### src/rtl/ahb2apb_bridge_param.sv
// AHB-Lite to APB bridge: one transfer at a time, slot decoded from an HADDR field, all outputs registered.
// Define BRIDGE_TIMEOUT_EN to build the ACCESS-phase timeout counter (limit set by TIMEOUT).
module ahb2apb_bridge_param #(
    parameter int ADDR_W    = 32,
    parameter int NUM_SLOTS = 16,
    parameter int SLOT_LSB  = 24,
    parameter int TIMEOUT   = 255
) (
    input  logic                 HCLK,
    input  logic                 HRESETN,
    input  logic                 HSEL,
    input  logic [ADDR_W-1:0]    HADDR,
    input  logic                 HWRITE,
    input  logic [1:0]           HTRANS,
    input  logic [31:0]          HWDATA,
    input  logic                 HREADYIN,
    output logic                 HREADYOUT,
    output logic [31:0]          HRDATA,
    output logic                 HRESP,
    output logic [NUM_SLOTS-1:0] PSEL,
    output logic [ADDR_W-1:0]    PADDR,
    output logic                 PWRITE,
    output logic                 PENABLE,
    output logic [31:0]          PWDATA,
    input  logic [31:0]          PRDATA,
    input  logic                 PREADY,
    input  logic                 PSLVERR
);
    localparam int SLOT_W = (NUM_SLOTS > 1) ? $clog2(NUM_SLOTS) : 1;
    localparam logic [SLOT_W:0] NUM_SLOTS_V = NUM_SLOTS[SLOT_W:0];

    typedef enum logic [2:0] {
        IDLE   = 3'd0,
        WDATA  = 3'd1,
        SETUP  = 3'd2,
        ACCESS = 3'd3,
        ERR1   = 3'd4,
        ERR2   = 3'd5
    } state_t;

    state_t                state_r, state_s;
    logic [NUM_SLOTS-1:0]  sel_r, sel_s;
    logic [NUM_SLOTS-1:0]  psel_r, psel_s;
    logic                  penable_r, penable_s;
    logic [ADDR_W-1:0]     paddr_r, paddr_s;
    logic                  pwrite_r, pwrite_s;
    logic [31:0]           pwdata_r, pwdata_s;
    logic                  hready_r, hready_s;
    logic                  hresp_r, hresp_s;
    logic [31:0]           hrdata_r, hrdata_s;

    logic                  accept_s;
    logic [SLOT_W-1:0]     slot_idx_s;
    logic                  slot_ok_s;
    logic [NUM_SLOTS-1:0]  slot_dec_s;

`ifdef BRIDGE_TIMEOUT_EN
    localparam logic [15:0] TIMEOUT_LAST = 16'(TIMEOUT - 1);
    logic [15:0] tmo_cnt_r, tmo_cnt_s;
`endif

    // NONSEQ and SEQ are the only transfer types that start an APB access.
    assign accept_s   = HSEL & HREADYIN & ((HTRANS == 2'b10) | (HTRANS == 2'b11));
    assign slot_idx_s = HADDR[SLOT_LSB +: SLOT_W];
    assign slot_ok_s  = ({1'b0, slot_idx_s} < NUM_SLOTS_V);
    assign slot_dec_s = NUM_SLOTS'(1'b1) << slot_idx_s;

    // Next-state and next-output decode for the bridge FSM.
    always_comb begin
        state_s   = state_r;
        sel_s     = sel_r;
        psel_s    = {NUM_SLOTS{1'b0}};
        penable_s = 1'b0;
        paddr_s   = paddr_r;
        pwrite_s  = pwrite_r;
        pwdata_s  = pwdata_r;
        hready_s  = 1'b1;
        hresp_s   = 1'b0;
        hrdata_s  = hrdata_r;
`ifdef BRIDGE_TIMEOUT_EN
        tmo_cnt_s = tmo_cnt_r;
`endif
        case (state_r)
            IDLE: begin
                if (accept_s) begin
                    paddr_s  = HADDR;
                    pwrite_s = HWRITE;
                    sel_s    = slot_dec_s;
                    hready_s = 1'b0;
                    if (!slot_ok_s) begin
                        state_s = ERR1;
                        hresp_s = 1'b1;
                    end else if (HWRITE) begin
                        state_s = WDATA;
                    end else begin
                        state_s = SETUP;
                        psel_s  = slot_dec_s;
                    end
                end else begin
                    state_s = IDLE;
                end
            end
            WDATA: begin
                pwdata_s = HWDATA;
                state_s  = SETUP;
                psel_s   = sel_r;
                hready_s = 1'b0;
            end
            SETUP: begin
                state_s   = ACCESS;
                psel_s    = psel_r;
                penable_s = 1'b1;
                hready_s  = 1'b0;
`ifdef BRIDGE_TIMEOUT_EN
                tmo_cnt_s = 16'd0;
`endif
            end
            ACCESS: begin
                if (PREADY) begin
                    if (PSLVERR) begin
                        state_s  = ERR1;
                        hready_s = 1'b0;
                        hresp_s  = 1'b1;
                    end else begin
                        state_s = IDLE;
                        if (!pwrite_r) begin
                            hrdata_s = PRDATA;
                        end else begin
                            hrdata_s = hrdata_r;
                        end
                    end
                end else begin
`ifdef BRIDGE_TIMEOUT_EN
                    if (tmo_cnt_r == TIMEOUT_LAST) begin
                        state_s  = ERR1;
                        hready_s = 1'b0;
                        hresp_s  = 1'b1;
                    end else begin
                        tmo_cnt_s = tmo_cnt_r + 16'd1;
                        state_s   = ACCESS;
                        psel_s    = psel_r;
                        penable_s = 1'b1;
                        hready_s  = 1'b0;
                    end
`else
                    state_s   = ACCESS;
                    psel_s    = psel_r;
                    penable_s = 1'b1;
                    hready_s  = 1'b0;
`endif
                end
            end
            ERR1: begin
                state_s = ERR2;
                hresp_s = 1'b1;
            end
            ERR2: begin
                state_s = IDLE;
            end
            default: begin
                state_s = IDLE;
            end
        endcase
    end

    // State and output registers with synchronous active-low reset.
    always_ff @(posedge HCLK) begin
        if (!HRESETN) begin
            state_r   <= IDLE;
            sel_r     <= {NUM_SLOTS{1'b0}};
            psel_r    <= {NUM_SLOTS{1'b0}};
            penable_r <= 1'b0;
            paddr_r   <= {ADDR_W{1'b0}};
            pwrite_r  <= 1'b0;
            pwdata_r  <= 32'd0;
            hready_r  <= 1'b1;
            hresp_r   <= 1'b0;
            hrdata_r  <= 32'd0;
        end else begin
            state_r   <= state_s;
            sel_r     <= sel_s;
            psel_r    <= psel_s;
            penable_r <= penable_s;
            paddr_r   <= paddr_s;
            pwrite_r  <= pwrite_s;
            pwdata_r  <= pwdata_s;
            hready_r  <= hready_s;
            hresp_r   <= hresp_s;
            hrdata_r  <= hrdata_s;
        end
    end

`ifdef BRIDGE_TIMEOUT_EN
    // Counts ACCESS cycles spent waiting on PREADY.
    always_ff @(posedge HCLK) begin
        if (!HRESETN) begin
            tmo_cnt_r <= 16'd0;
        end else begin
            tmo_cnt_r <= tmo_cnt_s;
        end
    end
`endif

    assign HREADYOUT = hready_r;
    assign HRESP     = hresp_r;
    assign HRDATA    = hrdata_r;
    assign PSEL      = psel_r;
    assign PENABLE   = penable_r;
    assign PADDR     = paddr_r;
    assign PWRITE    = pwrite_r;
    assign PWDATA    = pwdata_r;

endmodule

### config.mk
export PLATFORM = sky130hd
export DESIGN_NAME = ahb2apb_bridge_param
export DESIGN_NICKNAME = d
export VERILOG_FILES = /design/src/rtl/ahb2apb_bridge_param.sv
export SDC_FILE = /design/constraint.sdc
export NUM_CORES = 1
export LEC_CHECK = 0
export ABC_CLOCK_PERIOD_IN_PS = 1800
export BUFFER_PORTS_ARGS = -buffer_cell sky130_fd_sc_hd__buf_2
export CORE_ASPECT_RATIO = 0.5
export CORE_MARGIN = 2
export CORE_UTILIZATION = 48
export DETAILED_ROUTE_END_ITERATION = 16
export PLACE_DENSITY_LB_ADDON = 0.3
export SYNTH_ARGS = -nofsm -noshare
export SYNTH_HDL_FRONTEND = slang
export SYNTH_SLANG_ARGS = --single-unit
### constraint.sdc
create_clock -name HCLK -period 1.8 [get_ports HCLK]
set_input_delay 0.36 -clock HCLK [delete_from_list [all_inputs] [get_ports HCLK]]
set_output_delay 0.36 -clock HCLK [all_outputs]
set_load 0.05 [all_outputs]
# ---- Word-level counts from Yosys, hierarchy flattened
# Index checks and enable logic that the tools add are counted.
dict set report totals {
  reg_bits 135
  rom_bits 0
  input_bits 105
  mem_bits_rw 0
  latchBits 0
  memories 0
}
dict set report classes {
  n_addsub 0
  magnitude_cmp 0
  shifts 1
  n_reduce_logical 5
  muxes 18
  multipliers 0
  eq_ne 7
  bitwise_logic 6
  div 0
}
# operator n
set ops {}
lappend ops {{$pmux 16 s4} 1}
lappend ops {{$mux 16} 3}
lappend ops {{$shl 1x4->16 const A} 1}
lappend ops {{$pmux 3 s5} 1}
lappend ops {{$mux 3} 3}
lappend ops {{$eq 3x2->1 const B} 2}
lappend ops {{$mux 1} 6}
lappend ops {{$eq 2x2->1 const B} 2}
lappend ops {{$pmux 1 s2} 2}
lappend ops {{$reduce_and 2->1} 2}
lappend ops {{$reduce_and 4->1} 1}
lappend ops {{$eq 3x1->1 const B} 1}
lappend ops {{$eq 3x3->1 const B} 1}
lappend ops {{$logic_not 3->1} 1}
lappend ops {{$not 1->1} 3}
lappend ops {{$pmux 1 s3} 1}
lappend ops {{$and 1x1->1} 2}
lappend ops {{$mux 2} 1}
lappend ops {{$ne 2x2->1 const B} 1}
lappend ops {{$reduce_or 2->1} 1}
lappend ops {{$or 1x1->1} 1}

# ---- Longest topological paths before layout
dict set report depth {
  depth_word 5
  ltp_mapped 6
  mapped_depth_nobuf 3
}

# ---- Worst setup path after synthesis
# Ideal clock, no wire load.
dict set report synth_path {
  path_kind {reg-to-reg}
  startpoint {register pwrite_r (netlist: PWRITE)}
  endpoint {register hrdata_r[10] (netlist: HRDATA[10])}
  path_slack_ps 337
  required_time_ps 1728
  arrival_ps 1392
  stages_incl_launch_ff 6
  path_cell_list {dfxtp_1 -> nor4b_2 -> and3_1 -> buf_6 -> buf_12 -> mux2i_1}
}
dict set report synth_via {
  elab_chain_cells 2
}
# item line
set synth_lines {}
lappend synth_lines {{start, declared} 46} ;# logic pwrite_r, pwrite_s;
lappend synth_lines {{start signal, assigned} 185} ;# pwrite_r <= pwrite_s;
lappend synth_lines {{$not 1->1 (no source line)} n/a}
lappend synth_lines {{$reduce_and 4->1 (no source line)} n/a}
lappend synth_lines {{end signal, assigned} 189} ;# hrdata_r <= hrdata_s;
lappend synth_lines {{end, declared} 50} ;# logic [31:0] hrdata_r, hrdata_s;
# No other way between the ends.
# A chain may end at the register's enable or synchronous reset.

# ---- Final worst setup path
dict set report layout_path {
  startpoint {register state_r[2]}
  endpoint {register hrdata_r[23] (netlist: HRDATA[23])}
}
dict set report layout_via {
  elab_chain_cells 2
}
# item line
set layout_lines {}
lappend layout_lines {{start, declared} 41} ;# state_t state_r, state_s;
lappend layout_lines {{start signal, assigned} 180} ;# state_r <= state_s;
lappend layout_lines {{$eq 3x2->1} 83} ;# case (state_r)
lappend layout_lines {{$reduce_and 4->1 (no source line)} n/a}
# No other way between the ends.

==> impl_results.md <==
* Drt pass-1 iters at 6
* Worst R2R Start: state_r[2]
* First-iteration detailed-routing DRC count at 445
* Initial antenna violation count at 0
* Yosys cell types at 40
* Worst Tran Pin Value at 0.392 ns
* Slew Viols, Final at 0
* Detail Placement HPWL at 9.92 mm
* Share of flip-flops with an asynchronous set or reset at 0%
* Routed WL at approximately 14 mm
* MaxCap Viol Count at 0
* Critical Path End Type: flop
* Share of layout cells above drive strength 1 at 35.1%
* Clk Latency, worst-skew pair at 0.41 ns
* Ys Warns at 0
* Antenna diodes at 0
* Post-route cell area at 7250 um^2
* Die width at 155 um
* Sink Count at 135
* Reg2reg setup slack at 0.27 ns
* Routed Antenna Nets at 0
* Worst slew margin at 73.9%
* Period utilisation layout at 85.2%
* H-tree lvl count at 4
* GP Congestion at roughly 0.80
* Number of synthesized flops with an enable pin at 0
* Post-DR wirelength/cell at 14.5 um
* # DRC at 0
* Largest net degree at the start of global routing at 69
* Sequential area share after synthesis at 49.3%
* HP Start: HWDATA[4]
* Gr usage total at 22.7%
* Final net count at 935
* WHS Path Cells at 3
* Hold Violations, Final at 0
* Via count at 5125
* Vias in the first global route at ~4700
* Final setup fails at 0
* WHS Endpoint: PWDATA[4]
* Largest fanout on the critical path at 32
* RSZ-0062 raised after global routing: no
* Area delta synth->final at 32.3%
* Largest cells by area after synthesis: dfxtp_1 49%, nand2_1 10%, mux2i_1 6.9%
* Num rows at 27
* Crit path DAT at 1.87 ns
* Post-synth top area cell: dfxtp_1
* CP required at 2.14 ns
* Max Root-Sink Buffers at 2
* Hold buffers post-CTS at 0
* IO Count at 221
* Placed instance area at 6620 um^2
* PortBufs at ~220
* Tmin final at 1.53 ns
* P per Cell Area at approximately 1100 nW/um^2
* Worst Setup Path Type: flop to flop
* Synth top area share at 49.3%
* TritonCTS clock tree: yes
* Die ar. at 12300 um^2
* Status: finished clean
* Placement Setup Slack at 0.268 ns
* Sum of negative setup slack at 0 ns
* Number of synthesized register bits at about 140
* First-pass GRT wire length at approximately 23 mm
* Startpoint types: flop
* CTS root buf: clkbuf_16
* Largest vdd supply drop at 0.611 mV
* Clk_skew at 0.00926 ns
* Worst r2r dst: HRDATA[23]
* Setup WS post-layout at 0.267 ns
* Mean Syn Cell Area at 8.78 um^2
* Cts bufs inserted at 17
* Vias per inst at approximately 5.2
* CTS resizes at 0
* Clock slew at the register clock pins of the worst setup and hold paths at 0.06 ns
* Setup bufs post-CTS at 0
* Core area at 11000 um^2
* Leak Pwr at 3.16 nW
* Post-Synthesis Cells at 624
* Synth Cell Area at 5480 um^2
* Main flop type after synthesis: dfxtp_1
* Initial Util at 49.6%
* R2R depth at 5
* Max Fclk at 0.652 GHz
* Syn_nets at around 730
* Worst Hold Class: input port to flop
* Grt total ovfl at 0
* Die Ht at 79.5 um
[worst max-delay path, cell delays in order (launching register included)]
cell     delay (ns)
dfxtp_1        0.33
buf_4          0.17
nor4b_2        0.25
and3_2         0.24
buf_12         0.23
mux2i_1        0.22
[through the flow]
step | power, mW | utilization, % | std cells | hold slack, ns
2_1_floorplan | 3.75 | - | 624 | 0.432
3_3_place_gp | 3.99 | 59.9 | 956 | 0.439
3_5_place_dp | 4.01 | 59.9 | 956 | 0.443
4_1_cts | 7.67 | 65.6 | 988 | 0.174
5_1_grt | 7.87 | 65.6 | 988 | 0.176
6_report | 7.61 | 65.6 | 988 | 0.185
[power by group]
part	leakage, nW	switching [mW]	internal, mW
Clock	0.302	1.28	2.39
Combinational	1.77	0.599	0.254
Sequential	1.09	0.0321	3.06
[cells in the final DEF (no fill, tap or decap), types with 3 or more instances in the layout]
cell	instances
o211ai_2	10
o21ai_0	29
clkinv_2	3
nand2_1	152
a22oi_1	8
and3_1	10
dfxtp_1	135
o31ai_1	8
mux2i_1	38
nand3_1	43
nand4_1	8
buf_2	218
o221ai_1	4
inv_1	5
a21oi_1	64
clkinvlp_4	3
clkbuf_16	17
buf_4	25
o21ai_1	14
o211ai_1	8
bufinv_16	4
nor2_1	4
nor2b_1	5
[kinds of logic after synthesis]
kind of cell | after synthesis | share of synthesized area [%]
AND/OR/NAND/NOR | 240 | 20.2
multiplexers | 38 | 6.94
flip-flops | 135 | 49.3
buffers and inverters | 64 | 7.24
AO/OA/AOI/OAI | 147 | 16.3
[area by class of cell]
type,count,area (um^2)
Clock buffer,20,457
Clock inverter,12,175
Fill cell,964,3800
Inverter,6,22.5
Multi-Input combinational cell,425,2390
Sequential cell,135,2700
Tap cell,145,181
Timing Repair Buffer,245,1320
[cell usage after synthesis (all sizes together) (2+ instances only)]
master  number
or3b         2
nand2b       2
and3        11
nor2b        5
a22oi        8
o211ai      18
o221ai       4
nand2      153
buf         38
mux2i       38
nand4        8
dfxtp      135
nand3       44
a21oi       64
nor2         5
o31ai        8
clkbuf      20
inv          6
nor4b        2
o21ai       43
[worst max-delay path by stage]
| stage | end | depth (start not counted) | slack, ns | from |
|---|---|---|---|---|
| after floorplan | HRDATA[10] | 5 | 0.34 | PWRITE |
| after global placement | HRDATA[5] | 5 | 0.30 | state_r[2] |
| after detailed placement | sel_r[7] | 4 | 0.27 | HTRANS[1] |
| after CTS | sel_r[15] | 4 | 0.27 | state_r[2] |
| after global routing | sel_r[14] | 4 | 0.17 | state_r[2] |
| final | HRDATA[23] | 5 | 0.27 | state_r[2] |
[registers in the layout, indices dropped and copies added (netlist names)]
signal / cells
HRDATA: 32
PADDR: 32
PWDATA: 32
PSEL: 16
sel_r: 16
state_r: 3
HREADYOUT: 1
HRESP: 1
PENABLE: 1
PWRITE: 1
[per-layer routing]
layer	track usage (%)	routed length (um)	share of wire [%]
met5	0	0	0
met2	39.2	6840	48
met3	7.33	1150	8.1
met1	27.3	6190	43
met4	6.67	108	0.76
(Power assumes the default switching activity.)
